### src/rtl/uart_tx_arbiter_pkg.sv
// uart_tx_arbiter_pkg: FSM state encoding and byte width shared by the arbiter files
package uart_tx_arbiter_pkg;
  localparam int BW = 8;
  typedef enum logic [1:0] {ARB, ISSUE, SETTLE, DRAIN} state_t;
endpackage

### src/rtl/uart_tx_arbiter_rr_pick.sv
// uart_tx_arbiter_rr_pick: combinational round-robin picker, first set bit scanning from rr_i
// req_i request vector, rr_i scan start, gnt_o one-hot grant, idx_o grant index
module uart_tx_arbiter_rr_pick
  import uart_tx_arbiter_pkg::*;
#(
  parameter int N = 4
) (
  input  logic [N-1:0]         req_i,
  input  logic [$clog2(N)-1:0] rr_i,
  output logic [N-1:0]         gnt_o,
  output logic [$clog2(N)-1:0] idx_o
);
  localparam int IW = $clog2(N);
  logic [IW-1:0] j;
  // scanning backwards lets the candidate closest to rr_i overwrite the others
  always_comb begin
    j = '0;
    idx_o = '0;
    for (int k = N - 1; k >= 0; k--) begin
      j = IW'((int'(rr_i) + k) % N);
      if (req_i[j]) idx_o = j;
    end
    gnt_o = |req_i ? N'(1) << idx_o : '0;
  end
endmodule

### src/rtl/uart_tx_arbiter.sv
// uart_tx_arbiter: shares one 8N1 transmitter between N byte requesters, round-robin with packet locking
// clk_i/reset_i clock and sync active-high reset; req_valid_i/req_data_i/req_last_i/req_ready_o requester handshake;
// tx_wr_o/tx_data_o/tx_busy_i transmitter side; owner_o/locked_o/timeout_pulse_o grant status
module uart_tx_arbiter
  import uart_tx_arbiter_pkg::*;
#(
  parameter int N = 4,
  parameter int LOCK_PACKETS = 1,
  parameter int TIMEOUT = 65535,
  parameter int TW = 16
) (
  input  logic                 clk_i,
  input  logic                 reset_i,
  input  logic [N-1:0]         req_valid_i,
  input  logic [BW*N-1:0]      req_data_i,
  input  logic [N-1:0]         req_last_i,
  output logic [N-1:0]         req_ready_o,
  output logic                 tx_wr_o,
  output logic [BW-1:0]        tx_data_o,
  input  logic                 tx_busy_i,
  output logic [$clog2(N)-1:0] owner_o,
  output logic                 locked_o,
  output logic                 timeout_pulse_o
);
  localparam int IW = $clog2(N);
  localparam logic [TW-1:0] TO_LAST = TW'(TIMEOUT - 1);
  state_t state_q, state_d;
  logic [IW-1:0] rr_q, rr_d, owner_q, owner_d, idx;
  logic [TW-1:0] cnt_q, cnt_d;
  logic [BW-1:0] data_q, data_d;
  logic [N-1:0] cand, gnt;
  logic wr_q, locked_q, locked_d, pulse_q, arb_ok, accept, idle, expire, new_lock;
  function automatic logic [IW-1:0] nxt(input logic [IW-1:0] v);
    return v == IW'(N - 1) ? '0 : v + 1'b1;
  endfunction
  // a held lock narrows the candidates to the owner alone
  assign cand = locked_q ? req_valid_i & (N'(1) << owner_q) : req_valid_i;
  uart_tx_arbiter_rr_pick #(.N(N)) u_pick (
    .req_i(cand),
    .rr_i (rr_q),
    .gnt_o(gnt),
    .idx_o(idx)
  );
  always_comb begin
    arb_ok = state_q == ARB && !tx_busy_i;
    accept = arb_ok && |cand;
    req_ready_o = arb_ok ? gnt : '0;
    // an owner that turns valid in the expiry cycle is accepted, so idle excludes it
    idle = arb_ok && locked_q && !req_valid_i[owner_q];
    expire = TIMEOUT != 0 && idle && cnt_q == TO_LAST;
    new_lock = LOCK_PACKETS != 0 && !req_last_i[idx];
    state_d = state_q == ARB ? (accept ? ISSUE : ARB) :
              state_q == ISSUE ? SETTLE :
              state_q == SETTLE ? DRAIN : (tx_busy_i ? DRAIN : ARB);
    data_d = accept ? req_data_i[BW*idx +: BW] : data_q;
    owner_d = accept ? idx : owner_q;
    locked_d = accept ? new_lock : locked_q && !expire;
    rr_d = accept && !new_lock ? nxt(idx) : expire ? nxt(owner_q) : rr_q;
    cnt_d = accept || expire || !locked_q ? '0 : idle ? cnt_q + 1'b1 : cnt_q;
  end
  always_ff @(posedge clk_i) begin
    if (reset_i) begin
      state_q <= ARB;
      wr_q <= 1'b0;
      data_q <= '0;
      owner_q <= '0;
      locked_q <= 1'b0;
      pulse_q <= 1'b0;
      rr_q <= '0;
      cnt_q <= '0;
    end else begin
      state_q <= state_d;
      wr_q <= accept;
      data_q <= data_d;
      owner_q <= owner_d;
      locked_q <= locked_d;
      pulse_q <= expire;
      rr_q <= rr_d;
      cnt_q <= cnt_d;
    end
  end
  assign tx_wr_o = wr_q;
  assign tx_data_o = data_q;
  assign owner_o = owner_q;
  assign locked_o = locked_q;
  assign timeout_pulse_o = pulse_q;
endmodule
### config.mk
export PLATFORM = sky130hd
export DESIGN_NAME = uart_tx_arbiter
export DESIGN_NICKNAME = d
export VERILOG_FILES = /design/src/rtl/uart_tx_arbiter_pkg.sv /design/src/rtl/uart_tx_arbiter_rr_pick.sv /design/src/rtl/uart_tx_arbiter.sv
export SDC_FILE = /design/constraint.sdc
export NUM_CORES = 1
export LEC_CHECK = 0
export ABC_AREA = 1
export CAP_MARGIN = 20
export CORE_MARGIN = 5
export CORE_UTILIZATION = 50
export CTS_CLUSTER_SIZE = 16
export DETAILED_ROUTE_END_ITERATION = 8
export PLACE_DENSITY = 0.81
export SKIP_LAST_GASP = 1
export SYNTH_ARGS = -nofsm -noshare
export SYNTH_HDL_FRONTEND = slang
export SYNTH_HIERARCHICAL = 1
export SYNTH_SLANG_ARGS = --single-unit
### constraint.sdc
create_clock -name clk_i -period 2.97 [get_ports clk_i]
set_clock_uncertainty 0.2 [all_clocks]
set_input_delay 0.7425 -clock clk_i [delete_from_list [all_inputs] [get_ports clk_i]]
set_output_delay 0.7425 -clock clk_i [all_outputs]
set_load 0.01 [all_outputs]
==> results.py, run 1 <==
metrics = {
    "setup_path": {
        "path_class": "reg -> reg",
        "setup.worst_path.start": "owner_o[1]",
        "cp-end-kind": "flop",
        "crit_end": "rr_q[1]",
        "reg2reg_slack_ns": -0.31,
        "start_kind": "flop",
        "r2r-end": "rr_q[1]",
        "critPathMaxFanout": 5,
        "r2r_cells": 24,
        "required_ns": 2.99,
        "r2r_start": "owner_o[1]",
        "crit_arrival_ns": 3.30,
    },
    "power_and_ir_drop": {
        "powerDensity_mw_per_mm2": 969,
        "fin_total_pwr_w": 0.00370,
        "ir_drop_mv": 0.803,
        "power_leakage_nw": 1.62,
    },
    "routing": {
        "vias_per_cell": 5.52,
        "wl_per_cell_um": 15.9,
        "num_vias": 2996,
        "drc_errors": 0,
        "drt_iter0_drc": 224,
        "dr.pass1.iters": 5,
        "antenna_left": 0,
        "drt-total-wl_um": 8660,
    },
    "yosys": {
        "yosys.cell_types.count": 40,
        "ys_ff_latch": 33,
        "syn_inst": 376,
        "avgSynthCellArea_um2": 6.39,
        "synth_area_leader_cell": "dfxtp_1",
        "yosysTopAreaCellShare": 0.275,
        "yosysWarnings": 6,
        "synth_nets": 426,
        "synthTopCellsByArea": "dfxtp_1, nand2_1, nor2_1",
        "synth_seq_area_share": 0.275,
        "syn_area_mm2": 0.00240,
    },
    "layout": {
        "antenna_cells": 0,
        "drive_gt1_frac": 0.372,
        "area_growth_pct": 59.0,
        "final_nets": 538,
        "num-fill-cells": 303,
    },
    "global_route": {
        "grt_pass1_wl_um": 12300,
        "grt_use_total": 0.245,
        "grt_overflow": 0,
        "grt_pass1_vias": 2790,
        "grt_max_degree": 23,
        "grt_antenna_before_repair": 0,
    },
    "clock_tree": {
        "root_buffer": "clkbuf_8",
        "htreeDepth": 2,
        "clockBufferDepth": 2,
        "clk_latency_ns": 0.30,
        "clock-sinks": 33,
        "cts_hold_buf": 0,
        "clkTransAtPathRegs_ns": 0.08,
        "cts_tree": "done",
        "cts_buffers": 5,
    },
    "sta": {
        "fmax_ghz": 0.305,
        "hold_viol_final": 0,
        "period_needed_ns": 3.28,
        "slew-limit-headroom": 0.610,
        "post-route-period-util": 1.11,
        "fin_hold_ws_ns": 0.309,
        "rsz0062_at_grt": "yes",
        "tightest_slew_ns": 0.584,
        "setup_ws_ns": -0.312,
        "maxSlewViolCount": 0,
        "setup_viol": 35,
    },
    "placed_design": {
        "place_congestion": 0.894,
        "dp_hpwl_um": 5020,
        "port_buffers": 59,
    },
    "flow_run": {
        "drv_cap": 0,
    },
    "run_status": {
        "outcome": "finished with violations",
        "violations": "setup timing",
    },
    "floorplan": {
        "die_x_um": 79.3,
        "rows": 25,
        "ioPinCount": 60,
        "start_util": 0.512,
        "die_height_um": 79.3,
        "fp.coreArea_mm2": 0.00469,
        "dieArea_mm2": 0.00629,
    },
    "worst_hold_path": {
        "hold_path_class": "reg -> reg",
    },
}
-- state kept, by name, indices dropped and copies added, names as in the netlist --
signal / flops
state_q: 2
rr_q: 2
owner_o: 2
timeout_pulse_o: 1
cnt_q: 16
tx_wr_o: 1
locked_o: 1
tx_data_o: 8
-- placed cells by master (no fill, tap or decap), types with 2 or more instances in the layout --
| cell type | Yosys | layout |
|---|---|---|
| inv_2 | 9 | 20 |
| nand3_1 | 24 | 17 |
| ha_1 | 7 | 5 |
| clkinvlp_4 | 0 | 3 |
| nor2_1 | 67 | 59 |
| clkdlybuf4s15_2 | 0 | 2 |
| nand4_1 | 4 | 4 |
| dfxtp_1 | 33 | 30 |
| o32ai_1 | 8 | 8 |
| o21ai_0 | 22 | 10 |
| nand2_1 | 69 | 54 |
| buf_2 | 2 | 4 |
| o21ai_2 | 4 | 13 |
| clkdlybuf4s15_1 | 0 | 2 |
| clkdlybuf4s50_1 | 0 | 51 |
| nor3_2 | 3 | 3 |
| nand2_4 | 2 | 6 |
| nand3b_1 | 2 | 2 |
| buf_8 | 0 | 2 |
| inv_1 | 53 | 39 |
| clkbuf_8 | 0 | 5 |
| nor2_4 | 3 | 8 |
| inv_4 | 0 | 4 |
| o21ai_1 | 4 | 6 |
| a21oi_1 | 8 | 7 |
| a21oi_2 | 5 | 6 |
| nand2_2 | 12 | 22 |
| nor2_2 | 3 | 7 |
| nand3_2 | 2 | 7 |
| dfxtp_4 | 0 | 2 |
| or2_2 | 2 | 2 |
| nand3_4 | 1 | 3 |
| nor3_1 | 7 | 7 |
| buf_4 | 0 | 48 |
-- worst min-delay path by stage --
stage / from / to / slack, ns / depth (start not counted)
5_1_grt: state_q[1] / state_q[1] / 0.32 / 1
3_5_place_dp: state_q[1] / state_q[1] / 0.28 / 1
3_3_place_gp: state_q[1] / state_q[1] / 0.26 / 1
2_1_floorplan: state_q[1] / state_q[1] / 0.24 / 1
6_report: state_q[1] / state_q[1] / 0.31 / 1
4_1_cts: state_q[1] / state_q[1] / 0.30 / 1
-- synthesized netlist by cell type --
library cell,instances
a21boi_1,1
a21oi_1,8
a21oi_2,5
a21oi_4,1
buf_2,2
buf_6,1
clkbuf_1,6
clkinv_1,1
clkinv_2,1
dfxtp_1,33
ha_1,7
inv_1,53
inv_2,9
inv_6,1
nand2_1,69
nand2_2,12
nand2_4,2
nand3_1,24
nand3_2,2
nand3_4,1
nand3b_1,2
nand4_1,4
nor2_1,67
nor2_2,3
nor2_4,3
nor2_8,1
nor3_1,7
nor3_2,3
nor3_4,1
nor4_1,1
o211ai_1,1
o21ai_0,22
o21ai_1,4
o21ai_2,4
o21bai_1,1
o31ai_1,1
o32ai_1,8
or2_2,2
xnor2_1,1
xor2_1,1
-- area by class of cell --
type / count / area (µm²) / share of cell area
clock inverters: 3 / 46.3 / 0.0121
clock buffers: 5 / 68.8 / 0.0180
multi-input cells: 270 / 1700 / 0.444
repair buffers: 111 / 995 / 0.260
flip-flops and latches: 33 / 669 / 0.175
repair inverters: 2 / 13.8 / 0.00360
well taps: 54 / 67.6 / 0.0177
inverters: 65 / 264 / 0.0691
-- power by group --
group | internal (W) | total [W] | switching [W] | leakage (nW)
sequential | 0.000523 | 0.000631 | 0.000109 | 0.271
combinational | 0.00113 | 0.00262 | 0.00150 | 1.30
clock | 0.000251 | 0.000446 | 0.000194 | 0.0543
total | 0.00190 | 0.00370 | 0.00180 | 1.62
-- routing by layer --
layer,vias to the layer above,GRT usage,share of wire
li1,1425,-,-
met1,1375,0.276,0.39
met2,153,0.420,0.49
met3,43,0.0714,0.078
met4,0,0.119,0.035
met5,-,0,0
-- logic make-up (layout without fill, tap and decap cells) --
group / Yosys count / after routing / share of synthesized area
flip-flops: 33 / 33 / 0.275
adder cells (fa/ha/maj): 7 / 7 / 0.0364
buffers and inverters: 74 / 186 / 0.122
AO/OA/AOI/OAI: 56 / 56 / 0.152
AND/OR/NAND/NOR: 204 / 205 / 0.407
XOR/XNOR: 2 / 2 / 0.00729
-- critical path, cell delays in order, from the launching register on --
cell	delay (ns)
dfxtp_4	0.40
buf_6	0.12
ha_4	0.12
inv_2	0.03
nand2_2	0.05
nand2_2	0.06
buf_4	0.13
buf_4	0.12
buf_4	0.12
buf_4	0.12
buf_4	0.12
buf_4	0.12
buf_4	0.12
buf_4	0.13
buf_4	0.12
buf_4	0.12
buf_4	0.12
nand2_1	0.08
inv_2	0.05
nand2_4	0.11
buf_12	0.12
nand3_4	0.08
nand2_2	0.11
nand3_1	0.12
a21oi_1	0.19
-- timing repair --
item,in CTS,in global routing
setup endpoints to repair,14,35
setup buffers,25,2
gates resized for setup,54,74
cloned,0,4
pin swaps,18,23
-- per-stage QoR --
| stage | setup TNS, ns | cell area, µm² | setup WS [ns] | utilization | instances |
|---|---|---|---|---|---|
| 2_1_floorplan | 0 | 2400 | 0.227 | - | 376 |
| 3_3_place_gp | -6.46 | 3200 | -0.776 | 0.682 | 504 |
| 3_5_place_dp | -7.47 | 3200 | -0.846 | 0.682 | 504 |
| 4_1_cts | -0.272 | 3550 | -0.0770 | 0.758 | 537 |
| 5_1_grt | -8.57 | 3820 | -0.414 | 0.814 | 543 |
| 6_report | -5.11 | 3820 | -0.312 | 0.814 | 543 |
No activity file was read; power rests on OpenSTA's default activity.
==> inputs of run 2 (changes only) <==
--- a/config.mk
+++ b/config.mk
@@ -8,10 +8,10 @@
 export ABC_AREA = 1
 export CAP_MARGIN = 20
 export CORE_MARGIN = 5
-export CORE_UTILIZATION = 50
+export CORE_UTILIZATION = 45
 export CTS_CLUSTER_SIZE = 16
 export DETAILED_ROUTE_END_ITERATION = 8
-export PLACE_DENSITY = 0.81
+export PLACE_DENSITY = 0.74
 export SKIP_LAST_GASP = 1
 export SYNTH_ARGS = -nofsm -noshare
 export SYNTH_HDL_FRONTEND = slang
==> constraint.sdc (replaced) <==
create_clock -name clk_i -period 3.9 [get_ports clk_i]
set_clock_uncertainty 0.2 [all_clocks]
set_input_delay 0.975 -clock clk_i [delete_from_list [all_inputs] [get_ports clk_i]]
set_output_delay 0.975 -clock clk_i [all_outputs]
set_load 0.1 [all_outputs]
==> results.py, run 2 (synthesis results as in run 1) <==
metrics = {
    "run_status": {
        "outcome": "finished clean",
    },
    "power_and_ir_drop": {
        "p_clk_frac": 0.107,
        "ir_drop_mv": 0.525,
        "power_leakage_nw": 1.39,
        "powerDensity_mw_per_mm2": 815,
        "share_seq_of_total_power": 0.172,
        "combPwrFrac": 0.721,
        "fin_total_pwr_w": 0.00266,
        "p_switching_w": 0.00148,
        "sw_frac_of_total": 0.557,
        "p_int_w": 0.00118,
    },
    "routing": {
        "drt_iter0_drc": 117,
        "drc_errors": 0,
        "num_vias": 2489,
        "drt-total-wl_um": 5930,
        "dr.pass1.iters": 4,
        "antenna_left": 0,
        "vias_per_cell": 4.90,
        "wl_per_cell_um": 11.7,
    },
    "floorplan": {
        "die_height_um": 83.1,
        "start_util": 0.468,
        "ioPinCount": 60,
        "die_x_um": 83.1,
        "dieArea_mm2": 0.00690,
        "rows": 26,
        "fp.coreArea_mm2": 0.00514,
    },
    "setup_path": {
        "path_class": "in -> out",
        "critPathMaxFanout": 3,
        "required_ns": 2.72,
        "reg2reg_slack_ns": 1.06,
        "worst-path-stages": 12,
        "start_kind": "input port",
        "r2r_cells": 24,
        "r2r_start": "owner_o[0]",
        "cpPeakStageDelay_ns": 0.27,
        "cp-end-kind": "output port",
        "cp_common_cell": "inv_1",
        "path_delay_family": "buffers and inverters",
        "crit_chain": "dlygate4sd2_1 -> nand2_1 -> inv_1 -> inv_1 -> nand2_2 -> nand2_2 -> a21boi_1 -> a21oi_4 -> nor2_1 -> inv_1 -> nor2_4 -> buf_12",
        "r2r-end": "rr_q[1]",
        "cp_slowest_cell": "a21boi_1",
        "crit_arrival_ns": 2.47,
        "worst-path-buf-inv": 5,
        "setup.worst_path.start": "req_valid_i[0]",
        "crit_end": "req_ready_o[3]",
    },
    "clock_tree": {
        "clkTransAtPathRegs_ns": 0.07,
        "cts_buffers": 5,
        "post_cts_buffers": 0,
        "cts_tree": "done",
        "clockBufferDepth": 2,
        "clk_latency_ns": 0.28,
        "clock-sinks": 33,
        "cts_hold_buf": 0,
        "htreeDepth": 2,
        "root_buffer": "clkbuf_8",
    },
    "sta": {
        "post-route-period-util": 0.936,
        "fin_hold_ws_ns": 0.298,
        "period_needed_ns": 3.65,
        "fmax_ghz": 0.274,
        "hold_viol_final": 0,
        "tightest_slew_ns": 0.979,
        "slew-limit-headroom": 0.345,
        "maxSlewViolCount": 0,
        "setup_ws_ns": 0.251,
        "setup_viol": 0,
        "rsz0062_at_grt": "no",
    },
    "global_route": {
        "grt_use_total": 0.176,
        "grt_antenna_before_repair": 0,
        "grt_overflow": 0,
        "grt_pass1_wl_um": 10300,
        "grt_max_degree": 23,
        "grt_pass1_vias": 2457,
    },
    "layout": {
        "layout_commonest_cell": "nand2_1",
        "final_cell_mix": "nand2_1, nor2_1, inv_1, clkdlybuf4s50_1, dfxtp_1",
        "antenna_cells": 0,
        "finish.utilization": 0.635,
        "drive_gt1_frac": 0.221,
        "area_growth_pct": 35.8,
        "final_nets": 487,
        "largest_reg_flops": 16,
        "top_register": "cnt_q",
    },
    "placed_design": {
        "place_congestion": 0.963,
        "dp_hpwl_um": 4580,
        "port_buffers": 59,
        "place_ws_ns": -0.0800,
    },
    "worst_hold_path": {
        "hold_path_class": "reg -> reg",
    },
    "flow_run": {
        "drv_cap": 0,
    },
}
run 2: changes by cell type in the layout (fill, tap and decap cells not counted), moves of 4 or more:
| cell | previous run | this run |
|---|---|---|
| nand2_4 | 6 | 2 |
| nand2_2 | 22 | 17 |
| nand2_1 | 54 | 64 |
| inv_2 | 20 | 14 |
| clkdlybuf4s50_1 | 51 | 43 |
| inv_1 | 39 | 48 |
| inv_4 | 4 | 0 |
| buf_2 | 4 | 0 |
| o21ai_0 | 10 | 20 |
| nand3_1 | 17 | 22 |
| buf_4 | 48 | 12 |
| o21ai_2 | 13 | 7 |
run 2: layout make-up:
type,instances,area (µm²)
Clock inverter,1,5.00
Inverter,65,250
Sequential cell,33,663
Multi-Input combinational cell,269,1520
Clock buffer,7,96.3
Timing Repair Buffer,63,647
Tap cell,70,87.6
Fill cell,487,1880
run 2: power groups by stage:
stage | Combinational [W] | Sequential [W] | Clock (W)
5_1_grt | 0.00210 | 0.000470 | 0.000302
6_report | 0.00192 | 0.000458 | 0.000285
2_1_floorplan | 0.00115 | 0.000746 | 0
4_1_cts | 0.00192 | 0.000458 | 0.000291
3_5_place_dp | 0.00190 | 0.000458 | 0
3_3_place_gp | 0.00187 | 0.000458 | 0
run 2: stage by stage:
| stage | std cells | cell area (µm²) | TNS, ns |
|---|---|---|---|
| after floorplan | 376 | 2440 | 0 |
| after detailed placement | 500 | 3120 | -0.250 |
| after global routing | 508 | 3260 | 0 |
| after global placement | 500 | 3120 | -0.0457 |
| final | 508 | 3260 | 0 |
| after CTS | 508 | 3250 | 0 |
run 2: worst min-delay path by stage:
stage,startpoint,end,cells past startpoint
2_1_floorplan,state_q[1],state_q[1],1
3_3_place_gp,state_q[1],state_q[1],1
3_5_place_dp,state_q[1],state_q[1],1
4_1_cts,state_q[1],state_q[1],1
5_1_grt,state_q[1],state_q[1],1
6_report,state_q[1],state_q[1],1
run 2: repair_timing:
| action | CTS | global route |
|---|---|---|
| endpoints found under the hold margin | 0 | 0 |
| gates resized for setup | 11 | 11 |
| pin swaps | 2 | 2 |
| endpoints found under the setup margin | 4 | 4 |
run 2: layer usage:
metal / up-vias / part of all wire / track usage
met5: - / 0 / 0
met4: 0 / 0.016 / 0.0550
met3: 9 / 0.073 / 0.0574
met2: 67 / 0.44 / 0.286
met1: 1100 / 0.47 / 0.219
li1: 1313 / - / -
==> inputs of run 3 (changes only) <==
--- a/config.mk
+++ b/config.mk
@@ -7,6 +7,7 @@
 export LEC_CHECK = 0
 export ABC_AREA = 1
 export CAP_MARGIN = 20
+export CORE_ASPECT_RATIO = 1.75
 export CORE_MARGIN = 5
 export CORE_UTILIZATION = 45
 export CTS_CLUSTER_SIZE = 16
==> results.py, run 3 (synthesis results as in run 1) <==
metrics = {
    "setup_path": {
        "path_class": "in -> out",
        "cp_slowest_cell": "buf_12",
        "cp-end-kind": "output port",
        "required_ns": 2.72,
        "crit_arrival_ns": 2.37,
        "r2r_cells": 24,
        "critPathMaxFanout": 4,
        "worst-path-buf-inv": 6,
        "worst-path-stages": 15,
        "start_kind": "input port",
        "path_delay_family": "simple AND/OR/NAND/NOR gates",
        "crit_chain": "dlymetal6s2s_1 -> nand2_1 -> inv_1 -> inv_1 -> nand2_2 -> nand3_2 -> o21ai_1 -> inv_1 -> nand3_1 -> nand2_2 -> nand2_2 -> nor2_2 -> inv_1 -> nor2_4 -> buf_12",
        "cpPeakStageDelay_ns": 0.18,
        "cp_common_cell": "inv_1",
    },
    "layout": {
        "top_register": "cnt_q",
        "final_nets": 486,
        "area_growth_pct": 35.3,
        "final_cell_mix": "nand2_1, nor2_1, inv_1, clkdlybuf4s50_1, dfxtp_1",
        "largest_reg_flops": 16,
        "antenna_cells": 0,
        "fin_area_mm2": 0.00325,
        "final_cell_count_no_fill": 492,
        "drive_gt1_frac": 0.211,
        "layout_commonest_cell": "nand2_1",
    },
    "routing": {
        "num_vias": 2477,
        "vias_per_cell": 5.03,
        "wl_per_cell_um": 11.9,
        "antenna_left": 0,
        "drt-total-wl_um": 5880,
        "dr.pass1.iters": 4,
        "drt_iter0_drc": 54,
        "drc_errors": 0,
    },
    "sta": {
        "hold_viol_final": 0,
        "maxSlewViolCount": 0,
        "tightest_slew_ns": 0.975,
        "post-route-period-util": 0.909,
        "slew-limit-headroom": 0.348,
        "period_needed_ns": 3.54,
        "fmax_ghz": 0.282,
        "rsz0062_at_grt": "no",
        "setup_viol": 0,
    },
    "clock_tree": {
        "htreeDepth": 2,
        "clock-sinks": 33,
        "cts_hold_buf": 0,
        "post_cts_buffers": 0,
        "cts_tree": "done",
        "clockBufferDepth": 2,
        "cts_buffers": 5,
        "root_buffer": "clkbuf_8",
        "clkTransAtPathRegs_ns": 0.06,
        "clk_latency_ns": 0.28,
    },
    "global_route": {
        "grt_antenna_before_repair": 0,
        "grt_max_degree": 23,
        "grt_use_total": 0.181,
        "grt_overflow": 0,
        "grt_pass1_vias": 2476,
        "grt_pass1_wl_um": 10300,
    },
    "placed_design": {
        "place_congestion": 0.885,
        "port_buffers": 59,
        "dp_hpwl_um": 4830,
        "dp_cells": 484,
        "placed_area_mm2": 0.00309,
    },
    "power_and_ir_drop": {
        "power_leakage_nw": 1.39,
        "fin_total_pwr_w": 0.00266,
        "ir_drop_mv": 0.914,
        "powerDensity_mw_per_mm2": 818,
    },
    "floorplan": {
        "die_height_um": 107,
        "start_util": 0.461,
        "rows": 35,
        "ioPinCount": 60,
        "die_x_um": 65.2,
        "fp.coreArea_mm2": 0.00521,
        "dieArea_mm2": 0.00696,
    },
    "worst_hold_path": {
        "whs_path_depth": 1,
        "hold_path_class": "reg -> reg",
    },
    "flow_run": {
        "drv_cap": 0,
    },
    "run_status": {
        "outcome": "finished clean",
    },
}
run 3: worst paths after layout:
kind                  start             end  slack, ns
max          req_valid_i[2]  req_ready_o[0]       0.36
min reg2reg      state_q[1]      state_q[1]       0.28
max reg2reg      owner_o[0]         rr_q[0]       1.01
min              state_q[1]      state_q[1]       0.28
run 3: per-stage QoR:
| stage | utilization | setup TNS, ns | setup slack, ns | hold slack, ns |
|---|---|---|---|---|
| 6_report | 0.624 | 0 | 0.356 | 0.282 |
| 5_1_grt | 0.624 | 0 | 0.213 | 0.318 |
| 4_1_cts | 0.618 | 0 | 0.000116 | 0.285 |
| 3_5_place_dp | 0.594 | -0.218 | -0.0746 | 0.275 |
| 3_3_place_gp | 0.594 | -0.0168 | -0.0136 | 0.258 |
| 2_1_floorplan | - | 0 | 0.224 | 0.240 |
run 3: what timing repair did:
item | in CTS | in global routing
pin swaps | 3 | 2
setup endpoints to repair | 4 | 4
gates resized for setup | 5 | 14
run 3: layer usage:
metal  vias to the layer above  GRT usage  part of all wire
met3                        17     0.0335             0.042
met2                        55      0.344              0.56
met4                         0     0.0935             0.036
met1                      1096      0.177              0.36
met5                         -          0                 0
li1                       1309          -                 -
run 3: final cells by class:
cell class | instances | area, µm²
clock buffer | 7 | 86.3
tap | 55 | 68.8
clock inverter | 1 | 30.0
inverter | 65 | 250
fill | 500 | 1960
multi-input combinational | 269 | 1510
timing repair buffer | 62 | 643
sequential | 33 | 663
run 3: power by group:
group / switching, W / total (W) / internal [W]
Sequential: 0.0000616 / 0.000457 / 0.000395
Clock: 0.000120 / 0.000328 / 0.000208
Combinational: 0.00127 / 0.00188 / 0.000612
Total: 0.00145 / 0.00266 / 0.00122
